--- src/rtl/snake_engine.sv ---
// snake_engine: grid snake-game engine with a variable-length body, apple growth,
// self/wall collision and a registered per-tile query. Define SNAKE_WRAP_EN to wrap at grid edges.
module snake_engine #(
  parameter int unsigned GRID_W  = 15,
  parameter int unsigned GRID_H  = 15,
  parameter int unsigned COORD_W = 4,
  parameter int unsigned MAX_LEN = 16,
  parameter int unsigned LEN_W   = 5
) (
  input  logic               clk_i,
  input  logic               rst_n_i,
  input  logic               tick_i,
  input  logic               up_i,
  input  logic               down_i,
  input  logic               left_i,
  input  logic               right_i,
  input  logic [COORD_W-1:0] apple_x_i,
  input  logic [COORD_W-1:0] apple_y_i,
  input  logic               apple_valid_i,
  input  logic [COORD_W-1:0] qx_i,
  input  logic [COORD_W-1:0] qy_i,
  output logic               q_head_o,
  output logic               q_body_o,
  output logic [COORD_W-1:0] head_x_o,
  output logic [COORD_W-1:0] head_y_o,
  output logic [LEN_W-1:0]   length_o,
  output logic               ate_o,
  output logic               game_over_o,
  output logic               running_o
);

`ifdef SNAKE_WRAP_EN
  localparam bit WRAP_EN = 1'b1;
`else
  localparam bit WRAP_EN = 1'b0;
`endif

  localparam logic [COORD_W-1:0] X_MAX   = COORD_W'(GRID_W - 1);
  localparam logic [COORD_W-1:0] Y_MAX   = COORD_W'(GRID_H - 1);
  localparam logic [COORD_W-1:0] X_START = COORD_W'(GRID_W / 2);
  localparam logic [COORD_W-1:0] Y_START = COORD_W'(GRID_H / 2);
  localparam logic [COORD_W:0]   GW_EXT  = (COORD_W + 1)'(GRID_W);
  localparam logic [COORD_W:0]   GH_EXT  = (COORD_W + 1)'(GRID_H);
  localparam logic [LEN_W-1:0]   LEN_MAX = LEN_W'(MAX_LEN);
  localparam logic [LEN_W-1:0]   LEN_RST = LEN_W'(2);

  typedef enum logic [1:0] {
    ST_IDLE,
    ST_RUN,
    ST_OVER
  } state_e;

  typedef enum logic [1:0] {
    DIR_RIGHT,
    DIR_LEFT,
    DIR_UP,
    DIR_DOWN
  } dir_e;

  function automatic dir_e opposite(input dir_e d);
    dir_e r;
    case (d)
      DIR_RIGHT: r = DIR_LEFT;
      DIR_LEFT:  r = DIR_RIGHT;
      DIR_UP:    r = DIR_DOWN;
      default:   r = DIR_UP;
    endcase
    return r;
  endfunction

  state_e             state_q, state_d;
  dir_e               dir_q, dir_d;
  dir_e               pend_q, pend_d;
  logic [COORD_W-1:0] seg_x_q [MAX_LEN];
  logic [COORD_W-1:0] seg_x_d [MAX_LEN];
  logic [COORD_W-1:0] seg_y_q [MAX_LEN];
  logic [COORD_W-1:0] seg_y_d [MAX_LEN];
  logic [LEN_W-1:0]   len_q, len_d;
  logic               ate_q, ate_d;
  logic               over_q, over_d;
  logic               run_q, run_d;
  logic               q_head_q, q_head_d;
  logic               q_body_q, q_body_d;

  logic               btn_any;
  dir_e               btn_dir;
  logic [COORD_W-1:0] nxt_x, nxt_y;
  logic               wall_hit;
  logic               eat, grow, self_hit;
  logic [LEN_W-1:0]   chk_len;
  logic               q_in_grid;

  // Button decode with fixed priority right > left > up > down.
  always_comb begin
    btn_any = up_i | down_i | left_i | right_i;
    btn_dir = DIR_RIGHT;
    if (right_i) begin
      btn_dir = DIR_RIGHT;
    end else if (left_i) begin
      btn_dir = DIR_LEFT;
    end else if (up_i) begin
      btn_dir = DIR_UP;
    end else if (down_i) begin
      btn_dir = DIR_DOWN;
    end
  end

  // Candidate head one tile along the pending direction; the wrapped tile is used only when wrap is enabled.
  always_comb begin
    nxt_x    = seg_x_q[0];
    nxt_y    = seg_y_q[0];
    wall_hit = 1'b0;
    case (pend_q)
      DIR_RIGHT: begin
        if (seg_x_q[0] == X_MAX) begin
          nxt_x    = '0;
          wall_hit = 1'b1;
        end else begin
          nxt_x = seg_x_q[0] + COORD_W'(1);
        end
      end
      DIR_LEFT: begin
        if (seg_x_q[0] == '0) begin
          nxt_x    = X_MAX;
          wall_hit = 1'b1;
        end else begin
          nxt_x = seg_x_q[0] - COORD_W'(1);
        end
      end
      DIR_UP: begin
        if (seg_y_q[0] == '0) begin
          nxt_y    = Y_MAX;
          wall_hit = 1'b1;
        end else begin
          nxt_y = seg_y_q[0] - COORD_W'(1);
        end
      end
      default: begin
        if (seg_y_q[0] == Y_MAX) begin
          nxt_y    = '0;
          wall_hit = 1'b1;
        end else begin
          nxt_y = seg_y_q[0] + COORD_W'(1);
        end
      end
    endcase
  end

  // Eat/grow decision and self-collision; the tail is excluded unless the snake grows this move.
  always_comb begin
    eat      = apple_valid_i && (nxt_x == apple_x_i) && (nxt_y == apple_y_i);
    grow     = eat && (len_q < LEN_MAX);
    chk_len  = grow ? len_q : (len_q - LEN_W'(1));
    self_hit = 1'b0;
    for (int i = 0; i < MAX_LEN; i++) begin
      if ((LEN_W'(i) < chk_len) && (seg_x_q[i] == nxt_x) && (seg_y_q[i] == nxt_y)) begin
        self_hit = 1'b1;
      end
    end
  end

  // Tile query against the live segments; off-grid coordinates never match.
  always_comb begin
    q_in_grid = ({1'b0, qx_i} < GW_EXT) && ({1'b0, qy_i} < GH_EXT);
    q_head_d  = q_in_grid && (seg_x_q[0] == qx_i) && (seg_y_q[0] == qy_i);
    q_body_d  = 1'b0;
    for (int i = 1; i < MAX_LEN; i++) begin
      if ((LEN_W'(i) < len_q) && (seg_x_q[i] == qx_i) && (seg_y_q[i] == qy_i)) begin
        q_body_d = 1'b1;
      end
    end
    q_body_d = q_body_d && q_in_grid;
  end

  // Game FSM, direction commit and segment shift.
  always_comb begin
    state_d = state_q;
    dir_d   = dir_q;
    pend_d  = pend_q;
    seg_x_d = seg_x_q;
    seg_y_d = seg_y_q;
    len_d   = len_q;
    ate_d   = 1'b0;

    if (btn_any && (btn_dir != opposite(dir_q))) begin
      pend_d = btn_dir;
    end

    case (state_q)
      ST_IDLE: begin
        if (btn_any) begin
          state_d = ST_RUN;
        end
      end
      ST_RUN: begin
        if (tick_i) begin
          dir_d = pend_q;
          if (self_hit || (wall_hit && !WRAP_EN)) begin
            state_d = ST_OVER;
          end else begin
            for (int i = 1; i < MAX_LEN; i++) begin
              seg_x_d[i] = seg_x_q[i-1];
              seg_y_d[i] = seg_y_q[i-1];
            end
            seg_x_d[0] = nxt_x;
            seg_y_d[0] = nxt_y;
            if (grow) begin
              len_d = len_q + LEN_W'(1);
            end
            ate_d = eat;
          end
        end
      end
      ST_OVER: begin
        state_d = ST_OVER;
      end
      default: begin
        state_d = ST_IDLE;
      end
    endcase

    run_d  = (state_d == ST_RUN);
    over_d = (state_d == ST_OVER);
  end

  always_ff @(posedge clk_i) begin
    if (!rst_n_i) begin
      state_q  <= ST_IDLE;
      dir_q    <= DIR_RIGHT;
      pend_q   <= DIR_RIGHT;
      len_q    <= LEN_RST;
      ate_q    <= 1'b0;
      over_q   <= 1'b0;
      run_q    <= 1'b0;
      q_head_q <= 1'b0;
      q_body_q <= 1'b0;
      for (int i = 0; i < MAX_LEN; i++) begin
        seg_x_q[i] <= '0;
        seg_y_q[i] <= '0;
      end
      seg_x_q[0] <= X_START;
      seg_y_q[0] <= Y_START;
      seg_x_q[1] <= X_START - COORD_W'(1);
      seg_y_q[1] <= Y_START;
    end else begin
      state_q  <= state_d;
      dir_q    <= dir_d;
      pend_q   <= pend_d;
      len_q    <= len_d;
      ate_q    <= ate_d;
      over_q   <= over_d;
      run_q    <= run_d;
      q_head_q <= q_head_d;
      q_body_q <= q_body_d;
      for (int i = 0; i < MAX_LEN; i++) begin
        seg_x_q[i] <= seg_x_d[i];
        seg_y_q[i] <= seg_y_d[i];
      end
    end
  end

  assign q_head_o    = q_head_q;
  assign q_body_o    = q_body_q;
  assign head_x_o    = seg_x_q[0];
  assign head_y_o    = seg_y_q[0];
  assign length_o    = len_q;
  assign ate_o       = ate_q;
  assign game_over_o = over_q;
  assign running_o   = run_q;

endmodule

--- config.mk ---
export PLATFORM = sky130hd
export DESIGN_NAME = snake_engine
export DESIGN_NICKNAME = d
export VERILOG_FILES = /design/src/rtl/snake_engine.sv
export SDC_FILE = /design/constraint.sdc
export NUM_CORES = 1
export LEC_CHECK = 0
export BUFFER_PORTS_ARGS = -buffer_cell sky130_fd_sc_hd__buf_4
export CORE_AREA = 8 8 137 139
export CTS_CLUSTER_SIZE = 20
export DETAILED_ROUTE_END_ITERATION = 8
export DIE_AREA = 0 0 145 147
export PLACE_DENSITY_LB_ADDON = 0.1
export SLEW_MARGIN = 25
export SYNTH_ARGS = -nofsm -noshare
export SYNTH_HDL_FRONTEND = slang
export SYNTH_SLANG_ARGS = --single-unit
--- constraint.sdc ---
create_clock -name clk_i -period 12.95 [get_ports clk_i]
set_input_delay 2.59 -clock clk_i [delete_from_list [all_inputs] [get_ports clk_i]]
set_output_delay 2.59 -clock clk_i [all_outputs]
set_load 0.01 [all_outputs]
---- Word level (Yosys, flattened, before mapping) ----
Cells that the tools add are included.
storage, ports and cells
  input bits .............................. 24
  word-level logic and storage cells ...... 298
  register bits ........................... 144
cells by class
  equal/unequal tests ..................... 77
  reduce and logical (&&, ||, !) cells .... 81
  multiplexer cells ....................... 52
  $add $sub $neg .......................... 6
  $lt $le $gt $ge ......................... 34
  bitwise gates (word level) .............. 7
operators with widths
  kind                   number
  $eq A4 B4 Y1           66
  $lt A4 B5 Y1 const A   16
  $logic_and A1 B1 Y1    70
  $lt A3 B5 Y1 const A   8
  $mux W1                35
  $lt A2 B5 Y1 const A   4
  $mux W4                4
  $pmux W4 S2            2
  $lt A1 B5 Y1 const A   3
  $mux W2                7
  $pmux W2 S3            2
  $add A4 B1 Y4 const B  2
  $eq A2 B1 Y1 const B   4
  $eq A2 B2 Y1 const B   4
  $eq A4 B4 Y1 const B   2
  $logic_not A4 Y1       2
  $lt A4 B4 Y1 const B   2
  $sub A4 B1 Y4 const B  2
  $logic_not A2 Y1       3
  $add A5 B1 Y5 const B  1
  $lt A5 B5 Y1 const B   1
  $mux W5                1
  $sub A5 B1 Y5 const B  1
  $not A1 Y1             4
  other kinds (9)        11

---- Logic depth before layout (Yosys ltp) ----
  depth in word-level cells ............... 32
  mapped depth ............................ 20
  gate-level depth less buffers ........... 14

---- Worst setup path after synthesis ----
Ideal clock, no wire load.
  path type ............................... in2reg
  from .................................... input port apple_x_i[2]
  to ...................................... register seg_y_q, in the netlist head_y_o[1]
  data required time ...................... 12.878 ns
  stages .................................. 10
  data arrival time ....................... 5.363 ns
  buffers on the path ..................... 1
  slack ................................... 7.515 ns
  path through ............................ xor2_1 -> or4_4 -> o221ai_4 -> nand2_2 -> or3_1 -> a311oi_2 -> nand4b_2 -> nor2_2 -> buf_4 -> mux2i_1
on the way
  longest elaborated chain between the ends .. 27
  elaborated cells on any way between the ends .. 72
ends and longest elaborated chain
  element                                RTL line  RTL
  start, declared                        17        input logic [COORD_W-1:0] apple_x_i,
  $eq A4 B4 Y1 (*)                       151       eat = apple_valid_i && (nxt_x == apple_x_i) && (nxt_y == apple_y_i);
  $logic_and A1 B1 Y1 (*) (2 in series)  151
  $logic_and A1 B1 Y1 (*)                152       grow = eat && (len_q < LEN_MAX);
  $mux W5 (*)                            153       chk_len = grow ? len_q : (len_q - LEN_W'(1));
  $lt A1 B5 Y1                           156       if ((LEN_W'(i) < chk_len) && (seg_x_q[i] == nxt_x) && (seg_y_q[i] == nxt_y)) begin
  $logic_and A1 B1 Y1 (2 in series)      156
  $mux W1 (15 in series)                 156
  $mux W1 (*)                            156
  $logic_or A1 B1 Y1 (*)                 198       if (self_hit || (wall_hit && !WRAP_EN)) begin
  $not A1 Y1 (no line) (*)               -
  $reduce_and A3 Y1 (no line) (*)        -
  end signal, assigned by index          257       seg_y_q[i] <= seg_y_d[i];
  end, declared                          76        logic [COORD_W-1:0] seg_y_q [MAX_LEN];
Mark *: on every way between the ends. The rest lies on a longest branch, timed or not.
A chain may end at the register's enable or synchronous reset.

---- Worst setup path in the final report ----
  from .................................... register seg_x_q, in the netlist head_x_o[0]
  to ...................................... register seg_x_q[21] in the netlist's numbering
on the way
  longest elaborated chain between the ends .. 30
  elaborated cells on any way between the ends .. 98
ends and longest elaborated chain
  element                                RTL line  RTL
  start, declared                        74        logic [COORD_W-1:0] seg_x_q [MAX_LEN];
  start signal, assigned by index        256       seg_x_q[i] <= seg_x_d[i];
  $sub A4 B1 Y4 (tied with other cells)  127       nxt_x = seg_x_q[0] - COORD_W'(1);
  $mux W4, on equally long branches      123, 115
  $pmux W4 S2                            113       case (pend_q)
  $eq A4 B4 Y1                           151
  $logic_and A1 B1 Y1 (2 in series)      151
  $logic_and A1 B1 Y1                    152
  $mux W5                                153
  $lt A1 B5 Y1                           156
  $logic_and A1 B1 Y1 (2 in series)      156
  $mux W1 (16 in series)                 156
  $logic_or A1 B1 Y1 (*)                 198
  $not A1 Y1 (no line) (*)               -
  $reduce_and A3 Y1 (no line) (*)        -
Marked as above.

==> out/qor.csv <==
stage;metric;value;unit
place;dpl_cell_area;10100;sq um
floorplanning;core_area;16800;sq um
yosys;ys_types;82;
yosys;async_reset_ff_frac;0;
sta;setup_tns;0;ns
place;gp_congestion;0.905;
status;status;finished, final reports clean;
yosys;yosys.area.top_type_share;0.293;
yosys;synth_seq_area_share;0.293;
cells_and_area;nets;1155;
detailed_routing;wire_per_inst;22.2;um
sta;fmaxAchievable;156;MHz
yosys;postSynthCellCount;1139;
yosys;syn_area_per_cell;8.63;sq um
global_routing;grt_usage;0.278;
cells_and_area;diodes;0;
setup_path;end_kind;flop;
sta;finalClockSkew;0.00582;ns
cells_and_area;final_cell_count_no_fill;1357;
detailed_routing;detail_route.vias_per_cell;6.20;
yosys;synth_edf_count;0;
place;dp_worst_setup_slack;5.87;ns
pwr;peakVddDrop;0.0000985;V
floorplanning;rows;48;
global_routing;grt_overflow;0;
sta;report.final.slew_viol_count;0;
yosys;yosys-top-cells-area;dfxtp_1 29%, xnor2_1 14%, mux2i_1 13%;
cells_and_area;layout-drive-gt1-share;0.0989;
global_routing;grt_pass1_wl;46.7;mm
cells_and_area;fin_area;10700;sq um
detailed_routing;dr.pass1.iters;6;
detailed_routing;ant_nets;0;
place;io_buffers;41;
cells_and_area;fillers;1430;
sta;setup_violations;0;
pwr;power.total;1.21;mW
setup_path;cp_max_fo;52;
clock_network;clock-sinks;144;
pwr;power.leakage;4.38;nW
clock_network;numCtsBuffers;17;
yosys;synthesis.nets;1174;
sta;rsz0062_at_grt;no;
yosys;synth_common_cells;161 x nand2_1, 157 x xnor2_1, 144 x dfxtp_1;
yosys;synth-main-ff-cell;dfxtp_1;
sta;min_period_over_period;0.494;
floorplanning;start_util;0.586;
global_routing;grt_max_degree;100;
setup_path;startpoint;head_x_o[0];
floorplanning;fp.dieArea;21300;sq um
setup_path;worstSetupPathType;flop to flop;
place;dp.cells;1325;
worst_hold_path;hp-start;dir_q[1];
clock_network;worst_skew_pair.late_latency;0.43;ns
yosys;ys_ff_latch;144;
clock_network;h-tree-depth;4;
detailed_routing;initialDrtViolationCount;816;
cells_and_area;utilization;0.638;
clock_network;cts_tree;done;
clock_network;clock_path_buffers;2;
clock_network;cts_setup_buffers;0;
cells_and_area;areaGrowthSynthToFinish;8.88;%
setup_path;critPathArrivalTime;6.75;ns
setup_path;crit_path_start_kind;flop;
pwr;power_density;113;nW/um^2
sta;setup_slack;6.55;ns
sta;layout_min_cycle_time;6.40;ns
sta;final_hold_viol_count;0;
detailed_routing;drc;0;
yosys;synth_warnings;0;
yosys;netlist_area;9830;sq um
flow_run;drv_cap;0;
floorplanning;fp.dieH;147;um
setup_path;cp_data_required_time;13.30;ns
yosys;yosys.cell_count.top_type;nand2_1;
sta;finalHoldWorstSlack;0.484;ns
place;dp_hpwl;20.2;mm
clock_network;cts_root_buffer;clkbuf_16;
floorplanning;ios;42;
clock_network;cts.repair.resized;0;
global_routing;antenna_found_initial;0;
worst_hold_path;hold_path_class;flop to flop;
sta;slew_headroom;0.269;
setup_path;rr_startpoint;head_x_o[0];
yosys;synth_top_cell_by_area;dfxtp_1;
global_routing;grt_pass1_vias;7966;
sta;worst_pin_slew;1.09;ns
floorplanning;dieWidth;145;um
clock_network;clkTransAtPathRegs;0.06;ns
clock_network;holdBufCountCts;0;
detailed_routing;vias;8413;
detailed_routing;routed_wirelength;30.1;mm
[placed cells by master (no fill, tap or decap), types with 3 or more instances in the layout]
cell,netlist,final
dfxtp_1,144,144
xnor2_1,157,157
clkinvlp_4,0,4
bufinv_16,0,3
nor3_1,25,24
nor4_1,26,26
nand4_1,33,33
and3_1,4,4
xor2_1,97,97
o31ai_1,7,7
mux2_2,4,4
o21ai_0,22,22
nand2b_1,4,4
nor2_1,36,36
nand3_1,18,18
a31oi_1,7,7
or4_1,3,3
clkinv_2,0,3
o311ai_0,3,3
inv_1,15,15
buf_4,9,51
o21a_1,3,3
a211o_1,4,4
or3_1,6,6
a2111oi_0,5,5
nand2_1,161,161
and4_1,4,4
and2_1,4,4
mux2i_1,125,125
o221ai_1,3,3
nor2b_1,9,9
and4b_1,3,3
a21oi_1,31,31
clkbuf_16,0,17
o22ai_1,6,6
o211ai_1,11,11
ha_1,11,11
[power breakdown]
group / switching [mW] / internal (mW) / total (mW)
logic: 0.140 / 0.0894 / 0.230
clock network: 0.206 / 0.307 / 0.513
registers: 0.0144 / 0.450 / 0.464
total: 0.361 / 0.846 / 1.21
[cells by family after synthesis]
| logic type | after synthesis | synth area share |
|---|---|---|
| and+or+nand+nor | 355 | 0.178 |
| xor gates and xnor gates | 254 | 0.226 |
| DFF | 144 | 0.293 |
| AOI/OAI and AO/OA | 138 | 0.103 |
| muxes | 129 | 0.132 |
| buffers and inverters | 108 | 0.0536 |
| adders and majority gates | 11 | 0.0140 |
[path summary, 6_finish.rpt]
kind,end,slack [ns],depth (start not counted)
hold reg to reg,dir_q[1],0.48,2
setup reg to reg,seg_x_q[21],6.55,14
hold / removal,dir_q[1],0.48,2
setup / recovery,seg_x_q[21],6.55,14
[per-layer routing]
metal  GRT usage  share of wire  wire, um
met2       0.421           0.43     13100
met1       0.379           0.45     13600
met4       0.109          0.033       994
met3      0.0597          0.081      2440
met5           0              0         0
[worst max-delay path, stage by stage (launching register included)]
cell      delay (ns)
dfxtp_1         0.81
inv_1           0.18
ha_1            0.30
or3_1           0.31
nand3_1         0.28
mux2_2          0.65
xnor2_1         0.13
nor4_1          0.93
a41o_1          0.34
a41o_1          0.27
a311oi_2        0.14
nand4b_2        0.37
or2_4           0.48
buf_4           0.76
mux2i_1         0.28
[sequential cells by signal, summed over array words and instances, names as in the netlist]
signal and count:
q_body_o 1, head_y_o 4, running_o 1, dir_q 2, seg_x_q 60, ate_o 1, state_q 2, pend_q 2
head_x_o 4, length_o 5, q_head_o 1, game_over_o 1, seg_y_q 60
[final cells by class]
| type | instances | area (sq um) | area share |
|---|---|---|---|
| Clock buffer | 18 | 439 | 0.0411 |
| Sequential cell | 144 | 2880 | 0.269 |
| Inverter | 17 | 63.8 | 0.00596 |
| Tap cell | 225 | 282 | 0.0263 |
| Clock inverter | 13 | 161 | 0.0151 |
| Timing Repair Buffer | 53 | 422 | 0.0394 |
| Multi-Input combinational cell | 887 | 6450 | 0.603 |
No activity file was read; power rests on OpenSTA's default activity.
